<file path="config.mk">
export PLATFORM = sky130hd
export DESIGN_NAME = seq_det_ctrl_flat
export DESIGN_NICKNAME = d
export VERILOG_FILES = /design/src/rtl/seq_det_pkg.sv /design/src/rtl/seq_det_if.sv /design/src/rtl/seq_pat_match.sv /design/src/rtl/seq_det_ctrl.sv /design/src/flat_wrapper.sv
export SDC_FILE = /design/constraint.sdc
export NUM_CORES = 1
export LEC_CHECK = 0
export BUFFER_PORTS_ARGS = -buffer_cell sky130_fd_sc_hd__buf_2
export CAP_MARGIN = 20
export CORE_MARGIN = 3
export CORE_UTILIZATION = 41
export DETAILED_ROUTE_END_ITERATION = 10
export GPL_ROUTABILITY_DRIVEN = 0
export PLACE_DENSITY_LB_ADDON = 0.2
export SYNTH_ARGS = -nofsm -noshare
export SYNTH_HDL_FRONTEND = slang
export SYNTH_SLANG_ARGS = --single-unit
</file>
<file path="constraint.sdc">
create_clock -name clk -period 3 [get_ports clk]
set_input_delay 0.15 -clock clk [delete_from_list [all_inputs] [get_ports clk]]
set_output_delay 0.15 -clock clk [all_outputs]
set_load 0.02 [all_outputs]
</file>
<file path="src/rtl/seq_det_pkg.sv">
// Shared types, defaults and helpers for the serial pattern detector.
package seq_det_pkg;

    localparam int PAT_MAX_DEF = 8;
    localparam int CNT_W_DEF   = 16;
    localparam int BYTE_W      = 8;
    localparam int LEN_W       = 4;
    localparam int MASK_W      = 16;

    typedef enum logic [1:0] {
        ST_IDLE  = 2'd0,
        ST_WAIT  = 2'd1,
        ST_SHIFT = 2'd2,
        ST_HALT  = 2'd3
    } state_t;

    function automatic logic [MASK_W-1:0] len_mask(input logic [LEN_W-1:0] len);
        return (16'd1 << len) - 16'd1;
    endfunction

    // A zero length would match every bit, so it is promoted to one.
    function automatic logic [LEN_W-1:0] clamp_len(input logic [LEN_W-1:0] len,
                                                   input int pat_max);
        logic [LEN_W-1:0] lim;
        lim = LEN_W'(pat_max);
        if (len == 4'd0) begin
            return 4'd1;
        end else if (len > lim) begin
            return lim;
        end else begin
            return len;
        end
    endfunction

endpackage

</file>
<file path="src/rtl/seq_det_if.sv">
// Byte stream handshake between a data source and the detector.
interface seq_det_if;
    import seq_det_pkg::*;

    logic              s_valid;
    logic              s_ready;
    logic [BYTE_W-1:0] s_data;

    modport master (output s_valid, output s_data, input  s_ready);
    modport slave  (input  s_valid, input  s_data, output s_ready);
endinterface

</file>
<file path="src/rtl/seq_pat_match.sv">
// Bit history, seen-bit counter and masked pattern compare.
module seq_pat_match
    import seq_det_pkg::*;
#(
    parameter int PAT_MAX = PAT_MAX_DEF
) (
    input  logic               clk,
    input  logic               reset,
    input  logic               bit_in,
    input  logic               bit_en,
    input  logic               clr,
    input  logic [PAT_MAX-1:0] pattern,
    input  logic [LEN_W-1:0]   len,
    input  logic               overlap,
    output logic               hit
);

    logic [PAT_MAX-1:0] hist_r;
    logic [PAT_MAX-1:0] hist_n_s;
    logic [PAT_MAX-1:0] mask_s;
    logic [LEN_W-1:0]   seen_r;
    logic [LEN_W-1:0]   seen_n_s;

    // Hit is judged on the history as it will look once this bit is in.
    always_comb begin
        hist_n_s = {hist_r[PAT_MAX-2:0], bit_in};
        seen_n_s = (seen_r == {LEN_W{1'b1}}) ? seen_r : seen_r + LEN_W'(1);
        mask_s   = PAT_MAX'(len_mask(len));
        hit      = bit_en && (seen_n_s >= len) &&
                   (((hist_n_s ^ pattern) & mask_s) == {PAT_MAX{1'b0}});
    end

    // History register; a non-overlapping hit restarts the search.
    always_ff @(posedge clk or negedge reset) begin
        if (!reset) begin
            hist_r <= {PAT_MAX{1'b0}};
            seen_r <= {LEN_W{1'b0}};
        end else if (clr || (hit && !overlap)) begin
            hist_r <= {PAT_MAX{1'b0}};
            seen_r <= {LEN_W{1'b0}};
        end else if (bit_en) begin
            hist_r <= hist_n_s;
            seen_r <= seen_n_s;
        end
    end

endmodule

</file>
<file path="src/rtl/seq_det_ctrl.sv">
// Byte-stream serial pattern detector with match counter, threshold irq and halt.
module seq_det_ctrl
    import seq_det_pkg::*;
#(
    parameter int PAT_MAX = PAT_MAX_DEF,
    parameter int CNT_W   = CNT_W_DEF
) (
    input  logic               clk,
    input  logic               reset,
    input  logic               cfg_we,
    input  logic [PAT_MAX-1:0] cfg_pattern,
    input  logic [LEN_W-1:0]   cfg_len,
    input  logic [CNT_W-1:0]   cfg_thresh,
    input  logic               cfg_overlap,
    input  logic               start,
    input  logic               stop,
    seq_det_if.slave           bus,
    output logic               match,
    output logic [CNT_W-1:0]   match_cnt,
    output logic               irq,
    input  logic               irq_clr,
    output logic               busy
);

    state_t             state_r, state_n_s;
    logic [PAT_MAX-1:0] pat_r;
    logic [LEN_W-1:0]   len_r;
    logic [CNT_W-1:0]   thresh_r;
    logic               ovl_r, cfg_ok_r;
    logic [BYTE_W-1:0]  shreg_r;
    logic [2:0]         idx_r;
    logic               halt_pend_r, s_ready_r, busy_r, match_r, irq_r;
    logic [CNT_W-1:0]   cnt_r, cnt_inc_s;
    logic               go_s, abort_s, hs_s, bit_en_s, last_s, clr_s;
    logic               hit_s, set_irq_s, irq_ack_s;

    // Control decode shared by the FSM and the datapath.
    always_comb begin
        go_s      = (state_r == ST_IDLE) && start && !stop && cfg_ok_r;
        abort_s   = (state_r != ST_IDLE) && stop;
        hs_s      = (state_r == ST_WAIT) && bus.s_valid && !stop;
        bit_en_s  = (state_r == ST_SHIFT) && !stop;
        last_s    = (idx_r == 3'd7);
        clr_s     = go_s || abort_s;
        cnt_inc_s = (&cnt_r) ? cnt_r : cnt_r + CNT_W'(1);
        set_irq_s = hit_s && (thresh_r != {CNT_W{1'b0}}) && (cnt_inc_s == thresh_r);
        irq_ack_s = (state_r == ST_HALT) && irq_clr && !stop;
    end

    // Next-state logic.
    always_comb begin
        state_n_s = state_r;
        case (state_r)
            ST_IDLE:  state_n_s = go_s ? ST_WAIT : ST_IDLE;
            ST_WAIT: begin
                if (stop)      state_n_s = ST_IDLE;
                else if (hs_s) state_n_s = ST_SHIFT;
                else           state_n_s = ST_WAIT;
            end
            ST_SHIFT: begin
                if (stop)        state_n_s = ST_IDLE;
                else if (last_s) state_n_s = (halt_pend_r || set_irq_s) ? ST_HALT : ST_WAIT;
                else             state_n_s = ST_SHIFT;
            end
            ST_HALT: begin
                if (stop)         state_n_s = ST_IDLE;
                else if (irq_clr) state_n_s = ST_WAIT;
                else              state_n_s = ST_HALT;
            end
            default:  state_n_s = ST_IDLE;
        endcase
    end

    // State register with registered status outputs.
    always_ff @(posedge clk or negedge reset) begin
        if (!reset) begin
            state_r   <= ST_IDLE;
            s_ready_r <= 1'b0;
            busy_r    <= 1'b0;
        end else begin
            state_r   <= state_n_s;
            s_ready_r <= (state_n_s == ST_WAIT);
            busy_r    <= (state_n_s != ST_IDLE);
        end
    end

    // Configuration is only writable while idle.
    always_ff @(posedge clk or negedge reset) begin
        if (!reset) begin
            pat_r    <= {PAT_MAX{1'b0}};
            len_r    <= {LEN_W{1'b0}};
            thresh_r <= {CNT_W{1'b0}};
            ovl_r    <= 1'b0;
            cfg_ok_r <= 1'b0;
        end else if ((state_r == ST_IDLE) && cfg_we) begin
            pat_r    <= cfg_pattern;
            len_r    <= clamp_len(cfg_len, PAT_MAX);
            thresh_r <= cfg_thresh;
            ovl_r    <= cfg_overlap;
            cfg_ok_r <= 1'b1;
        end
    end

    // Byte shifter, MSB first.
    always_ff @(posedge clk or negedge reset) begin
        if (!reset) begin
            shreg_r <= {BYTE_W{1'b0}};
            idx_r   <= 3'd0;
        end else if (hs_s) begin
            shreg_r <= bus.s_data;
            idx_r   <= 3'd0;
        end else if (bit_en_s) begin
            shreg_r <= {shreg_r[BYTE_W-2:0], 1'b0};
            idx_r   <= idx_r + 3'd1;
        end
    end

    // Match pulse, counter and irq; an irq set beats a coincident clear.
    always_ff @(posedge clk or negedge reset) begin
        if (!reset) begin
            match_r     <= 1'b0;
            cnt_r       <= {CNT_W{1'b0}};
            irq_r       <= 1'b0;
            halt_pend_r <= 1'b0;
        end else begin
            match_r     <= hit_s;
            halt_pend_r <= (bit_en_s && !last_s) ? (halt_pend_r | set_irq_s) : 1'b0;
            if (go_s || irq_ack_s) cnt_r <= {CNT_W{1'b0}};
            else if (hit_s)        cnt_r <= cnt_inc_s;
            if (set_irq_s)         irq_r <= 1'b1;
            else if (irq_ack_s)    irq_r <= 1'b0;
        end
    end

    seq_pat_match #(.PAT_MAX(PAT_MAX)) u_match (
        .clk     (clk),
        .reset   (reset),
        .bit_in  (shreg_r[BYTE_W-1]),
        .bit_en  (bit_en_s),
        .clr     (clr_s),
        .pattern (pat_r),
        .len     (len_r),
        .overlap (ovl_r),
        .hit     (hit_s)
    );

    assign bus.s_ready = s_ready_r;
    assign busy        = busy_r;
    assign match       = match_r;
    assign match_cnt   = cnt_r;
    assign irq         = irq_r;

endmodule

</file>
<file path="src/flat_wrapper.sv">
// flat-port wrapper written by rule: the top's interface ports become plain ports
module seq_det_ctrl_flat import seq_det_pkg::*;
#(
    parameter int PAT_MAX = PAT_MAX_DEF,
    parameter int CNT_W   = CNT_W_DEF
)
  (clk, reset, cfg_we, cfg_pattern, cfg_len, cfg_thresh, cfg_overlap, start, stop, match, match_cnt, irq, irq_clr, busy, bus_s_valid, bus_s_data, bus_s_ready);
  seq_det_if bus_i ();
  input  logic clk;
  input  logic reset;
  input  logic cfg_we;
  input  logic [PAT_MAX-1:0] cfg_pattern;
  input  logic [LEN_W-1:0] cfg_len;
  input  logic [CNT_W-1:0] cfg_thresh;
  input  logic cfg_overlap;
  input  logic start;
  input  logic stop;
  output logic match;
  output logic [CNT_W-1:0] match_cnt;
  output logic irq;
  input  logic irq_clr;
  output logic busy;
  input wire logic [$bits(bus_i.s_valid)-1:0] bus_s_valid;
  input wire logic [$bits(bus_i.s_data)-1:0] bus_s_data;
  output wire logic [$bits(bus_i.s_ready)-1:0] bus_s_ready;
  assign bus_i.s_valid = bus_s_valid;
  assign bus_i.s_data = bus_s_data;
  assign bus_s_ready = bus_i.s_ready;
  seq_det_ctrl #(.PAT_MAX(PAT_MAX), .CNT_W(CNT_W)) u_core (.clk(clk), .reset(reset), .cfg_we(cfg_we), .cfg_pattern(cfg_pattern), .cfg_len(cfg_len), .cfg_thresh(cfg_thresh), .cfg_overlap(cfg_overlap), .start(start), .stop(stop), .bus(bus_i), .match(match), .match_cnt(match_cnt), .irq(irq), .irq_clr(irq_clr), .busy(busy));
endmodule
</file>
==> results of run 1 <==
## placed cells by master (no fill, tap or decap), types with 15 or more instances in the layout
master / synthesis / routed
buf_2: 7 / 62
dfrtp_1: 75 / 75
xor2_1: 15 / 15
nand2_1: 119 / 119
nand3_1: 15 / 15
a21oi_1: 28 / 28
nor2_1: 21 / 21
dlygate4sd3_1: 0 / 30
o21ai_0: 36 / 34
buf_4: 0 / 33
## sequential cells by signal (all words and copies together), names as in the netlist
| name | count |
|---|---|
| u_core.pat_r | 8 |
| u_core.idx_r | 3 |
| u_core.cfg_ok_r | 1 |
| u_core.match_cnt | 16 |
| u_core.ovl_r | 1 |
| u_core.len_r | 4 |
| u_core.halt_pend_r | 1 |
| u_core.state_r | 2 |
| u_core.u_match.hist_r | 7 |
| u_core.irq | 1 |
| u_core.shreg_r | 8 |
| u_core.match | 1 |
| u_core.busy | 1 |
| u_core.bus.s_ready | 1 |
| u_core.u_match.seen_r | 4 |
| u_core.thresh_r | 16 |
## routing by layer
layer  GRT usage [%]  routed length (µm)  up-vias
li1                -                   -     2022
met1            26.6                5530     1982
met2            32.8                5960      164
met3            3.45                 737       34
met4            7.88                 339        0
met5               0                   0        -
## power breakdown
group	switching [W]	internal (W)	leakage [nW]
logic	0.000364	0.000325	1.57
registers	0.000132	0.00116	0.979
clock network	0.000391	0.000450	0.108
## layout make-up
cell class / instances / area (µm²)
inverter: 13 / 48.8
fill: 980 / 4850
timing repair buffer: 127 / 881
tap: 136 / 170
multi-input combinational: 388 / 2420
clock inverter: 4 / 47.5
sequential: 75 / 1880
clock buffer: 12 / 165
## cells in the mapped netlist, drive strengths merged, types with 3 or more instances
library cell | count | share of area, %
nand4 | 11 | 1.7
o211ai | 4 | 0.67
or3 | 5 | 0.70
mux2i | 11 | 2.5
nand2b | 3 | 0.42
nand3b | 4 | 0.67
inv | 13 | 1.1
nor4 | 9 | 1.9
o311a | 3 | 0.67
a31oi | 4 | 0.56
a21oi | 29 | 3.3
and3 | 3 | 0.42
dfrtp | 75 | 42
xnor2 | 10 | 2.0
o31ai | 4 | 0.67
ha | 9 | 2.5
nor3 | 6 | 1.2
xor2 | 15 | 2.9
nand2 | 119 | 10
o21ai | 40 | 4.5
o2111ai | 3 | 0.59
clkbuf | 21 | 1.8
and2 | 4 | 0.56
nor2 | 22 | 2.0
o41ai | 3 | 0.59
a22o | 5 | 0.98
buf | 12 | 2.0
a211oi | 4 | 0.67
nand3 | 15 | 1.7
and4 | 5 | 0.98
## metrics by stage
step | area (µm²) | total power, W | util [%] | std cells
after floorplan | 4470 | 0.00170 | - | 508
after global placement | 5020 | 0.00191 | 48.0 | 703
after detailed placement | 5020 | 0.00193 | 48.0 | 703
after CTS | 5530 | 0.00281 | 52.9 | 749
after global routing | 5610 | 0.00299 | 53.6 | 755
final | 5610 | 0.00282 | 53.6 | 755
## repair_timing
action	4_1_cts	5_1_grt
hold endpoints to repair	97	0
setup buffers	0	5
hold buffers	30	0
gates resized for setup	0	10
setup endpoints to repair	0	14
## cells by family after synthesis
logic type               count (synthesis)  share of synthesized area (%)
AO/OA/AOI/OAI                          116                           16.9
adder cells (fa/ha/maj)                  9                           2.52
flip-flops                              75                           41.9
multiplexers                            13                           2.96
buffers and inverters                   46                           4.89
AND/OR/NAND/NOR                        223                           25.4
XOR/XNOR                                26                           5.40
## critical path: stages (launching register included)
cell	delay [ns]
dfrtp_1	0.38
or4_4	0.54
ha_2	0.20
and2_1	0.13
o2111ai_1	0.20
o211ai_1	0.15
or4b_4	0.61
buf_6	0.19
inv_2	0.05
nand2_1	0.07
o311a_1	0.29
## final timing paths
path	endpoint	slack [ns]	cells after the start	start
max	u_core.match_cnt[11]$_DFFE_PN0P_	0.07	10	u_core.len_r[2]$_DFFE_PN0P_
min	u_core.shreg_r[5]$_DFFE_PN0P_	0.01	3	bus_s_data[5]
max reg2reg	u_core.match_cnt[11]$_DFFE_PN0P_	0.07	10	u_core.len_r[2]$_DFFE_PN0P_
min reg2reg	u_core.irq$_DFFE_PN0P_	0.48	1	u_core.irq$_DFFE_PN0P_
max in group asynchronous	u_core.pat_r[2]$_DFFE_PN0P_	1.89	2	reset
min in group asynchronous	u_core.match_cnt[15]$_DFFE_PN0P_	0.49	2	reset
==> flow_metrics.py, run 1 <==
metrics = {
    "floorplanning": {
        "num_rows": 37,
        "die_x_um": 110,
        "core_region_area_um2": 10500,
        "die_area_um2": 12200,
        "ios": 64,
        "start_util_pct": 42.8,
        "die_h_um": 110,
    },
    "timing": {
        "rsz0062_at_grt": "yes",
        "hold_ws_ns": 0.0133,
        "skew_ns": 0.00701,
        "fin_crit_ns": 2.93,
        "finalHoldViolCount": 0,
        "clock.fmax_mhz": 341,
        "tns_ns": 0,
        "setup_slack_ns": 0.0678,
        "drv_slew": 0,
        "tightestPinTransition_ns": 0.961,
        "slew_headroom_pct": 35.9,
        "fin_crit_sh_pct": 97.7,
        "setup-violations-final": 0,
    },
    "synthesis": {
        "synth_edf_count": 0,
        "ys_ff_latch": 75,
        "synthesis.nets": 561,
        "synth_area_um2": 4470,
        "yosys_warnings": 0,
        "synth_top_flop_cell": "dfrtp_1",
        "syn_avg_cell_area_um2": 8.81,
        "synth_cell_type_count": 68,
        "synth_cells": 508,
        "yosysSeqAreaShare_pct": 41.9,
        "async_reset_ff_share_pct": 100,
    },
    "clocking": {
        "cts_root_buf": "clkbuf_8",
        "cts_made_buffers": 9,
        "cts_sinks": 75,
        "clock_latency_ns": 0.35,
        "cts_tree": "built",
        "path_clk_slew_ns": 0.08,
        "cts_max_level": 3,
        "clk_path_buf_depth": 2,
    },
    "placed_design": {
        "portBuffers": 63,
        "dp_hpwl_mm": 8.62,
        "pre_cts_ws_ns": 0.0389,
    },
    "detailed_routing": {
        "vias": 4202,
        "drc": 0,
        "final_antenna_net_count": 0,
        "drt_iter0_drc": 292,
        "drt_first_pass_iters": 5,
        "via_per_inst": 5.57,
        "wl_per_cell_um": 16.7,
        "drt_wl_total_mm": 12.6,
    },
    "global_routing": {
        "antenna_found_initial": 0,
        "grt_remaining_overflow": 0,
        "grt_util_all_layers_pct": 20.1,
        "grt_pass1_wl_mm": 20.2,
        "grt_pass1_vias": 4007,
        "grt_max_degree": 76,
    },
    "worst_setup_path": {
        "worstPathMaxFanout": 12,
        "critPathLaunchType": "flip-flop",
        "worstPathArrival_ns": 3.17,
        "endpoint_kind": "flip-flop",
        "worstSetupPathType": "flip-flop to flip-flop",
        "cp.required_ns": 3.24,
    },
    "layout": {
        "area_delta_synth_final_pct": 25.4,
        "drive_gt1_share_pct": 22.3,
        "final_nets": 667,
        "antenna_cells": 0,
    },
    "job": {
        "maxCapViolations": 0,
    },
    "min_path": {
        "hp-class": "primary input to flip-flop",
    },
    "run_status": {
        "status": "completed",
    },
    "power": {
        "power_density_nw_per_um2": 503,
        "p_leak_nw": 2.65,
        "vdd_ir_drop_max_mv": 0.307,
    },
}
Note: power is estimated with default switching activity, not from simulation.
==> run 2, diff against run 1 <==
--- a/config.mk
+++ b/config.mk
@@ -7,11 +7,11 @@
 export LEC_CHECK = 0
 export BUFFER_PORTS_ARGS = -buffer_cell sky130_fd_sc_hd__buf_2
 export CAP_MARGIN = 20
-export CORE_MARGIN = 3
 export CORE_UTILIZATION = 41
 export DETAILED_ROUTE_END_ITERATION = 10
 export GPL_ROUTABILITY_DRIVEN = 0
 export PLACE_DENSITY_LB_ADDON = 0.2
 export SYNTH_ARGS = -nofsm -noshare
 export SYNTH_HDL_FRONTEND = slang
+export SYNTH_HIERARCHICAL = 1
 export SYNTH_SLANG_ARGS = --single-unit
==> constraint.sdc (replaced) <==
create_clock -name clk -period 3.35 [get_ports clk]
set_input_delay 0.1675 -clock clk [delete_from_list [all_inputs] [get_ports clk]]
set_output_delay 0.1675 -clock clk [all_outputs]
set_load 0.02 [all_outputs]
==> flow_metrics.py, run 2 <==
metrics = {
    "worst_setup_path": {
        "critPathLaunchType": "flip-flop",
        "crit_slowest_cell": "or4_4",
        "worstSetupPathType": "flip-flop to flip-flop",
        "worstPathArrival_ns": 3.40,
        "endpoint_kind": "flip-flop",
        "worstPathMaxFanout": 6,
        "crit_chain": "or4_4, ha_2, a31o_2, a21oi_2, o22ai_1, nor3b_2, nand3_1, and4b_1, o2111ai_2, o41a_1, o211a_1",
        "critPathBufInv": 0,
        "critPathTopFamily": "compound AO/OA/AOI/OAI gates",
        "cp.required_ns": 3.59,
        "worst_path_largest_cell_delay_ns": 0.54,
    },
    "layout": {
        "fillers": 985,
        "layout_common_cells": "109 x nand2_1, 74 x dfrtp_1, 62 x buf_2",
        "area_delta_synth_final_pct": 19.7,
        "final_common_cell": "nand2_1",
        "fin_area_um2": 5250,
        "drive_gt1_share_pct": 21.6,
        "final_nets": 607,
        "antenna_cells": 0,
        "finalNonFillerCells": 695,
    },
    "placed_design": {
        "portBuffers": 63,
        "dp.cells": 667,
        "placed_cell_area_um2": 4850,
        "dp_hpwl_mm": 7.52,
    },
    "detailed_routing": {
        "drc": 0,
        "final_antenna_net_count": 0,
        "via_per_inst": 5.33,
        "drt_wl_total_mm": 10.4,
        "drt_first_pass_iters": 5,
        "vias": 3704,
        "drt_iter0_drc": 176,
        "wl_per_cell_um": 15.0,
    },
    "synthesis": {
        "synthesis.nets": 530,
        "synth_area_um2": 4380,
        "syn_avg_cell_area_um2": 9.19,
        "synth_cell_type_count": 72,
        "synth_top_area_cell": "dfrtp_1",
        "yosysSeqAreaShare_pct": 42.8,
        "synth_edf_count": 0,
        "synth_top_flop_cell": "dfrtp_1",
        "async_reset_ff_share_pct": 100,
        "synth_top_area_share_pct": 42.8,
        "synthTopCellsByArea": "dfrtp_1 43%, nand2_1 9.3%, xor2_1 4.0%, mux2i_1 3.7%, xnor2_1 3.6%",
        "yosysMostFrequentCell": "nand2_1",
        "synth_cells": 477,
        "yosys_warnings": 6,
        "ys_ff_latch": 75,
        "yosys-top-cells-count": "109 x nand2_1, 75 x dfrtp_1, 28 x nor2_1, 20 x xor2_1, 19 x o21ai_0",
    },
    "global_routing": {
        "grt_pass1_vias": 3546,
        "grt_util_all_layers_pct": 19.7,
        "grt_use_met2_pct": 33.0,
        "grt_util_met3_pct": 3.46,
        "grt_max_degree": 76,
        "gr-max-usage-layer": "met2",
        "grt_remaining_overflow": 0,
        "grt_pass1_wl_mm": 17.4,
        "antenna_found_initial": 0,
        "use_met1_pct": 25.6,
    },
    "timing": {
        "setup-violations-final": 0,
        "tns_ns": 0,
        "finalHoldViolCount": 0,
        "clock.fmax_mhz": 317,
        "tightestPinTransition_ns": 0.982,
        "slew_headroom_pct": 34.4,
        "drv_slew": 0,
        "hold_ws_ns": 0.0167,
        "rsz0062_at_grt": "no",
        "fin_crit_ns": 3.15,
        "fin_crit_sh_pct": 94.1,
        "skew_ns": 0.00573,
    },
    "power": {
        "vdd_ir_drop_max_mv": 0.278,
        "p_leak_nw": 2.50,
        "power_density_nw_per_um2": 529,
    },
    "floorplanning": {
        "die_h_um": 105,
        "start_util_pct": 42.5,
        "core_region_area_um2": 10300,
        "die_area_um2": 11100,
        "num_rows": 37,
        "ios": 64,
        "die_x_um": 105,
    },
    "clocking": {
        "cts_root_buf": "clkbuf_8",
        "path_clk_slew_ns": 0.08,
        "cts_made_buffers": 9,
        "clk_path_buf_depth": 2,
        "cts_tree": "built",
        "clock_latency_ns": 0.35,
        "cts_sinks": 75,
        "cts_max_level": 3,
    },
    "job": {
        "maxCapViolations": 0,
    },
    "min_path": {
        "hp-class": "primary input to flip-flop",
    },
    "run_status": {
        "status": "completed",
    },
}
[run 2: cell types whose count changed in the layout (fill, tap and decap cells not counted), moves of 7 or more]
| cell | previous run | this run |
|---|---|---|
| a211oi_1 | 4 | 15 |
| nand2_1 | 119 | 109 |
| a21oi_1 | 28 | 16 |
| nor2_1 | 21 | 28 |
| dlygate4sd3_1 | 30 | 12 |
| o21ai_0 | 34 | 19 |
| xnor2_1 | 10 | 18 |
| buf_4 | 33 | 16 |
| nor3_1 | 4 | 11 |
[run 2: cell families after synthesis]
kind of cell               Yosys count  synth area share [%]
buffers and inverters               36                  4.17
muxes                               17                  3.91
and+or+nand+nor                    212                  24.9
DFF                                 75                  42.8
adders and majority gates            9                  2.57
AOI/OAI and AO/OA                   90                  14.0
xor gates and xnor gates            38                  7.59
[run 2: final cells by class]
| type | count | area (µm²) | area share (%) |
|---|---|---|---|
| clock buffer | 9 | 124 | 2.36 |
| inverter | 12 | 45.0 | 0.858 |
| multi-input combinational | 366 | 2370 | 45.1 |
| tap | 136 | 170 | 3.24 |
| timing repair buffer | 90 | 551 | 10.5 |
| sequential | 75 | 1880 | 35.8 |
| clock inverter | 7 | 116 | 2.22 |
[run 2: tightest hold or removal path: cells and delay by family]
| kind | cells | cell delay [ns] |
|---|---|---|
| buf+inv | 1 | 0.07 |
| simple gates | 2 | 0.09 |
[run 2: layer usage]
| metal | vias up | wire length [µm] |
|---|---|---|
| li1 | 1850 | - |
| met1 | 1739 | 4740 |
| met2 | 97 | 5110 |
| met3 | 18 | 391 |
| met4 | 0 | 203 |
| met5 | - | 0 |
[run 2: path summary, 6_finish.rpt]
kind	end	startpoint	slack (ns)	cells after the start
worst min register to register	u_core/cfg_ok_r$_DFFE_PN0P_	u_core/cfg_ok_r$_DFFE_PN0P_	0.46	1
max in group asynchronous	u_core/u_match/seen_r[1]$_DFFE_PN0P_	reset	2.19	2
worst max-delay path	u_core/bus.s_ready$_DFF_PN0_	u_core/len_r[2]$_DFFE_PN0P_	0.20	11
min in group asynchronous	u_core/match_cnt[3]$_DFFE_PN0P_	reset	0.52	2
worst max register to register	u_core/bus.s_ready$_DFF_PN0_	u_core/len_r[2]$_DFFE_PN0P_	0.20	11
worst min-delay path	u_core/thresh_r[2]$_DFFE_PN0P_	cfg_thresh[2]	0.02	3
[run 2: repair_timing]
action	in CTS	in global routing
gates resized for setup	0	9
setup buffers	0	0
hold buffers	12	0
endpoints found under the hold margin	20	0
endpoints found under the setup margin	1	4
pin swaps	1	7
cloned	0	0
[run 2: report_power, final]
part	switching, W	internal (W)
sequential	0.000152	0.00107
clock	0.000344	0.000493
combinational	0.000402	0.000319
total	0.000897	0.00188
[run 2: metrics by stage]
stage | utilization (%) | setup WS (ns) | power, W
final | 50.9 | 0.197 | 0.00278
after global routing | 50.9 | 0.00296 | 0.00295
after CTS | 50.4 | 0.100 | 0.00280
after detailed placement | 47.0 | 0.0162 | 0.00193
after global placement | 47.0 | 0.133 | 0.00191
after floorplan | - | 0.00264 | 0.00171
==> run 3, diff against run 2 <==
--- a/config.mk
+++ b/config.mk
@@ -5,6 +5,7 @@
 export SDC_FILE = /design/constraint.sdc
 export NUM_CORES = 1
 export LEC_CHECK = 0
+export ABC_AREA = 1
 export BUFFER_PORTS_ARGS = -buffer_cell sky130_fd_sc_hd__buf_2
 export CAP_MARGIN = 20
 export CORE_UTILIZATION = 41
==> constraint.sdc (replaced) <==
create_clock -name clk -period 3.35 [get_ports clk]
set_input_delay 0 -clock clk [delete_from_list [all_inputs] [get_ports clk]]
set_output_delay 0 -clock clk [all_outputs]
set_load 0.02 [all_outputs]
==> flow_metrics.py, run 3 <==
metrics = {
    "detailed_routing": {
        "wl_per_cell_um": 13.2,
        "final_antenna_net_count": 0,
        "drt_first_pass_iters": 5,
        "routed.top_layer": "met4",
        "vias": 4170,
        "drt_wl_total_mm": 11.1,
        "via_per_inst": 4.98,
        "drc": 0,
        "wl_met3_um": 431,
        "met2_length_mm": 5.57,
        "drt-met1-wl_mm": 4.91,
        "drt_iter0_drc": 294,
    },
    "synthesis": {
        "synthTopCellsByArea": "dfrtp_1 43%, nand2_1 14%, nand3_1 6.7%, inv_1 6.0%, o21ai_0 5.2%",
        "syn_avg_cell_area_um2": 7.43,
        "synth_top_area_cell": "dfrtp_1",
        "synth_compound_area_share_pct": 8.96,
        "synth_area_um2": 4410,
        "synthSimpleGateAreaFrac_pct": 35.4,
        "yosysSeqAreaShare_pct": 42.5,
        "synth_fa_ha_area_share_pct": 2.55,
        "synthesis.nets": 647,
        "synthMuxAreaShare_pct": 0.227,
        "synth_top_family_by_area": "simple AND/OR/NAND/NOR gates",
        "async_reset_ff_share_pct": 100,
        "ys_ff_latch": 75,
        "synth_top_area_share_pct": 42.5,
        "yosysMostFrequentCell": "nand2_1",
        "synth_cells": 594,
        "synth_cell_type_count": 32,
        "synthXorXnorAreaFrac_pct": 1.99,
        "synth_top_flop_cell": "dfrtp_1",
        "synth_edf_count": 0,
        "yosys_warnings": 6,
        "yosys-top-cells-count": "170 x nand2_1, 75 x dfrtp_1, 70 x inv_1, 59 x nand3_1, 46 x o21ai_0",
    },
    "placed_design": {
        "dp.cells": 782,
        "dp_hpwl_mm": 7.93,
        "portBuffers": 63,
        "placed_cell_area_um2": 4850,
        "pre_cts_ws_ns": 0.138,
    },
    "clocking": {
        "cts_root_buf": "clkbuf_8",
        "cts_max_level": 3,
        "cts_made_buffers": 9,
        "cts_tree": "built",
        "path_clk_slew_ns": 0.08,
        "cts_sinks": 75,
        "clock_latency_ns": 0.36,
        "clk_path_buf_depth": 2,
    },
    "worst_setup_path": {
        "ff2ff_setup_slack_ns": 0.33,
        "cp.required_ns": 3.59,
        "crit_slowest_cell": "dfrtp_1",
        "worstSetupPathType": "flip-flop to flip-flop",
        "endpoint_kind": "flip-flop",
        "worstPathMaxFanout": 5,
        "crit_chain": "ha_1, or2_2, o21ai_2, inv_1, ha_1, nand4_1, nand3_1, nor3b_4, inv_1, a21oi_1, nand2_1, nor2_1, nand2_1, nor2_1, nand3_1, o21bai_2, nand2_2, nand2_2, nor2_1",
        "worst_path_largest_cell_delay_ns": 0.42,
        "critPathLaunchType": "flip-flop",
        "cpMostUsedCell": "nor2_1",
        "worstPathArrival_ns": 3.26,
    },
    "global_routing": {
        "grt_max_degree": 76,
        "grt_pass1_wl_mm": 18.8,
        "antenna_found_initial": 0,
        "grt_remaining_overflow": 0,
        "grt_util_all_layers_pct": 21.4,
        "grt_pass1_vias": 4144,
    },
    "timing": {
        "fin_crit_ns": 3.02,
        "setup_slack_ns": 0.333,
        "setup-violations-final": 0,
        "tightestPinTransition_ns": 0.966,
        "drv_slew": 0,
        "clock.fmax_mhz": 331,
        "skew_ns": 0.0141,
        "slew_headroom_pct": 35.6,
        "rsz0062_at_grt": "no",
        "finalHoldViolCount": 0,
        "fin_crit_sh_pct": 90.1,
        "tns_ns": 0,
    },
    "layout": {
        "final_common_cell": "nand2_1",
        "final_nets": 750,
        "finalNonFillerCells": 837,
        "area_delta_synth_final_pct": 24.2,
        "layout_common_cells": "170 x nand2_1, 75 x dfrtp_1, 70 x inv_1",
        "fin_area_um2": 5480,
        "antenna_cells": 0,
        "drive_gt1_share_pct": 20.4,
    },
    "job": {
        "maxCapViolations": 0,
    },
    "min_path": {
        "hp-class": "primary input to flip-flop",
    },
    "floorplanning": {
        "die_area_um2": 11200,
        "die_h_um": 106,
        "core_region_area_um2": 10400,
        "start_util_pct": 42.5,
        "ios": 64,
        "die_x_um": 106,
        "num_rows": 37,
    },
    "power": {
        "power_density_nw_per_um2": 479,
        "vdd_ir_drop_max_mv": 0.361,
        "p_leak_nw": 2.74,
    },
    "run_status": {
        "status": "completed",
    },
}
[run 3: per-layer routing]
metal	vias to the layer above	GRT usage (%)
met4	0	6.65
li1	2102	-
met1	1949	26.5
met3	12	4.21
met2	107	37.2
met5	-	0
[run 3: layout make-up]
cell class	instances	area [µm²]
sequential	75	1880
clock buffer	10	138
multi-input combinational	427	2180
fill	1026	4890
timing repair buffer	107	748
clock inverter	5	77.6
inverter	77	289
tap	136	170
[run 3: critical path: cells and delay by family (launching register included)]
family / cells / cell delay (ns)
AND/OR/NAND/NOR: 12 / 1.33
adder cells (fa/ha/maj): 2 / 0.56
flip-flops: 1 / 0.42
buffers and inverters: 2 / 0.19
AO/OA/AOI/OAI: 3 / 0.40
[run 3: worst paths after layout]
check	cells after the start	from	end
min reg2reg	1	u_core/cfg_ok_r$_DFFE_PN0P_	u_core/cfg_ok_r$_DFFE_PN0P_
max	19	u_core/u_match/seen_r[0]$_DFFE_PN0P_	u_core/bus.s_ready$_DFF_PN0_
max reg2reg	19	u_core/u_match/seen_r[0]$_DFFE_PN0P_	u_core/bus.s_ready$_DFF_PN0_
min in group asynchronous	2	reset	u_core/match_cnt[14]$_DFFE_PN0P_
max in group asynchronous	2	reset	u_core/u_match/hist_r[1]$_DFFE_PN0P_
min	3	start	u_core/state_r[0]$_DFF_PN0_
[run 3: where the power goes]
part	total, W	leakage, nW	internal, W	switching, W
sequential	0.00117	0.974	0.00106	0.000108
clock	0.000778	0.108	0.000433	0.000345
combinational	0.000676	1.66	0.000275	0.000401
total	0.00262	2.74	0.00177	0.000854
[run 3: repair_timing]
| item | in CTS | in global routing |
|---|---|---|
| setup buffers | 0 | 0 |
| hold buffers | 40 | 0 |
| setup endpoints to repair | 0 | 5 |
| gates resized for setup | 0 | 4 |
| endpoints found under the hold margin | 114 | 0 |
[run 3: cells by family after synthesis]
group,after synthesis
simple gates,336
buf+inv,92
flops,75
compound gates,71
xor+xnor,10
fa+ha+maj,9
mux,1
[run 3: stage by stage]
| stage | hold WS [ns] | utilization, % | power, W |
|---|---|---|---|
| after CTS | 0.0365 | 52.7 | 0.00264 |
| after floorplan | -0.296 | - | 0.00163 |
| after global placement | 0.195 | 46.8 | 0.00180 |
| after detailed placement | 0.200 | 46.8 | 0.00182 |
| final | 0.0649 | 52.8 | 0.00262 |
| after global routing | 0.0675 | 52.8 | 0.00281 |
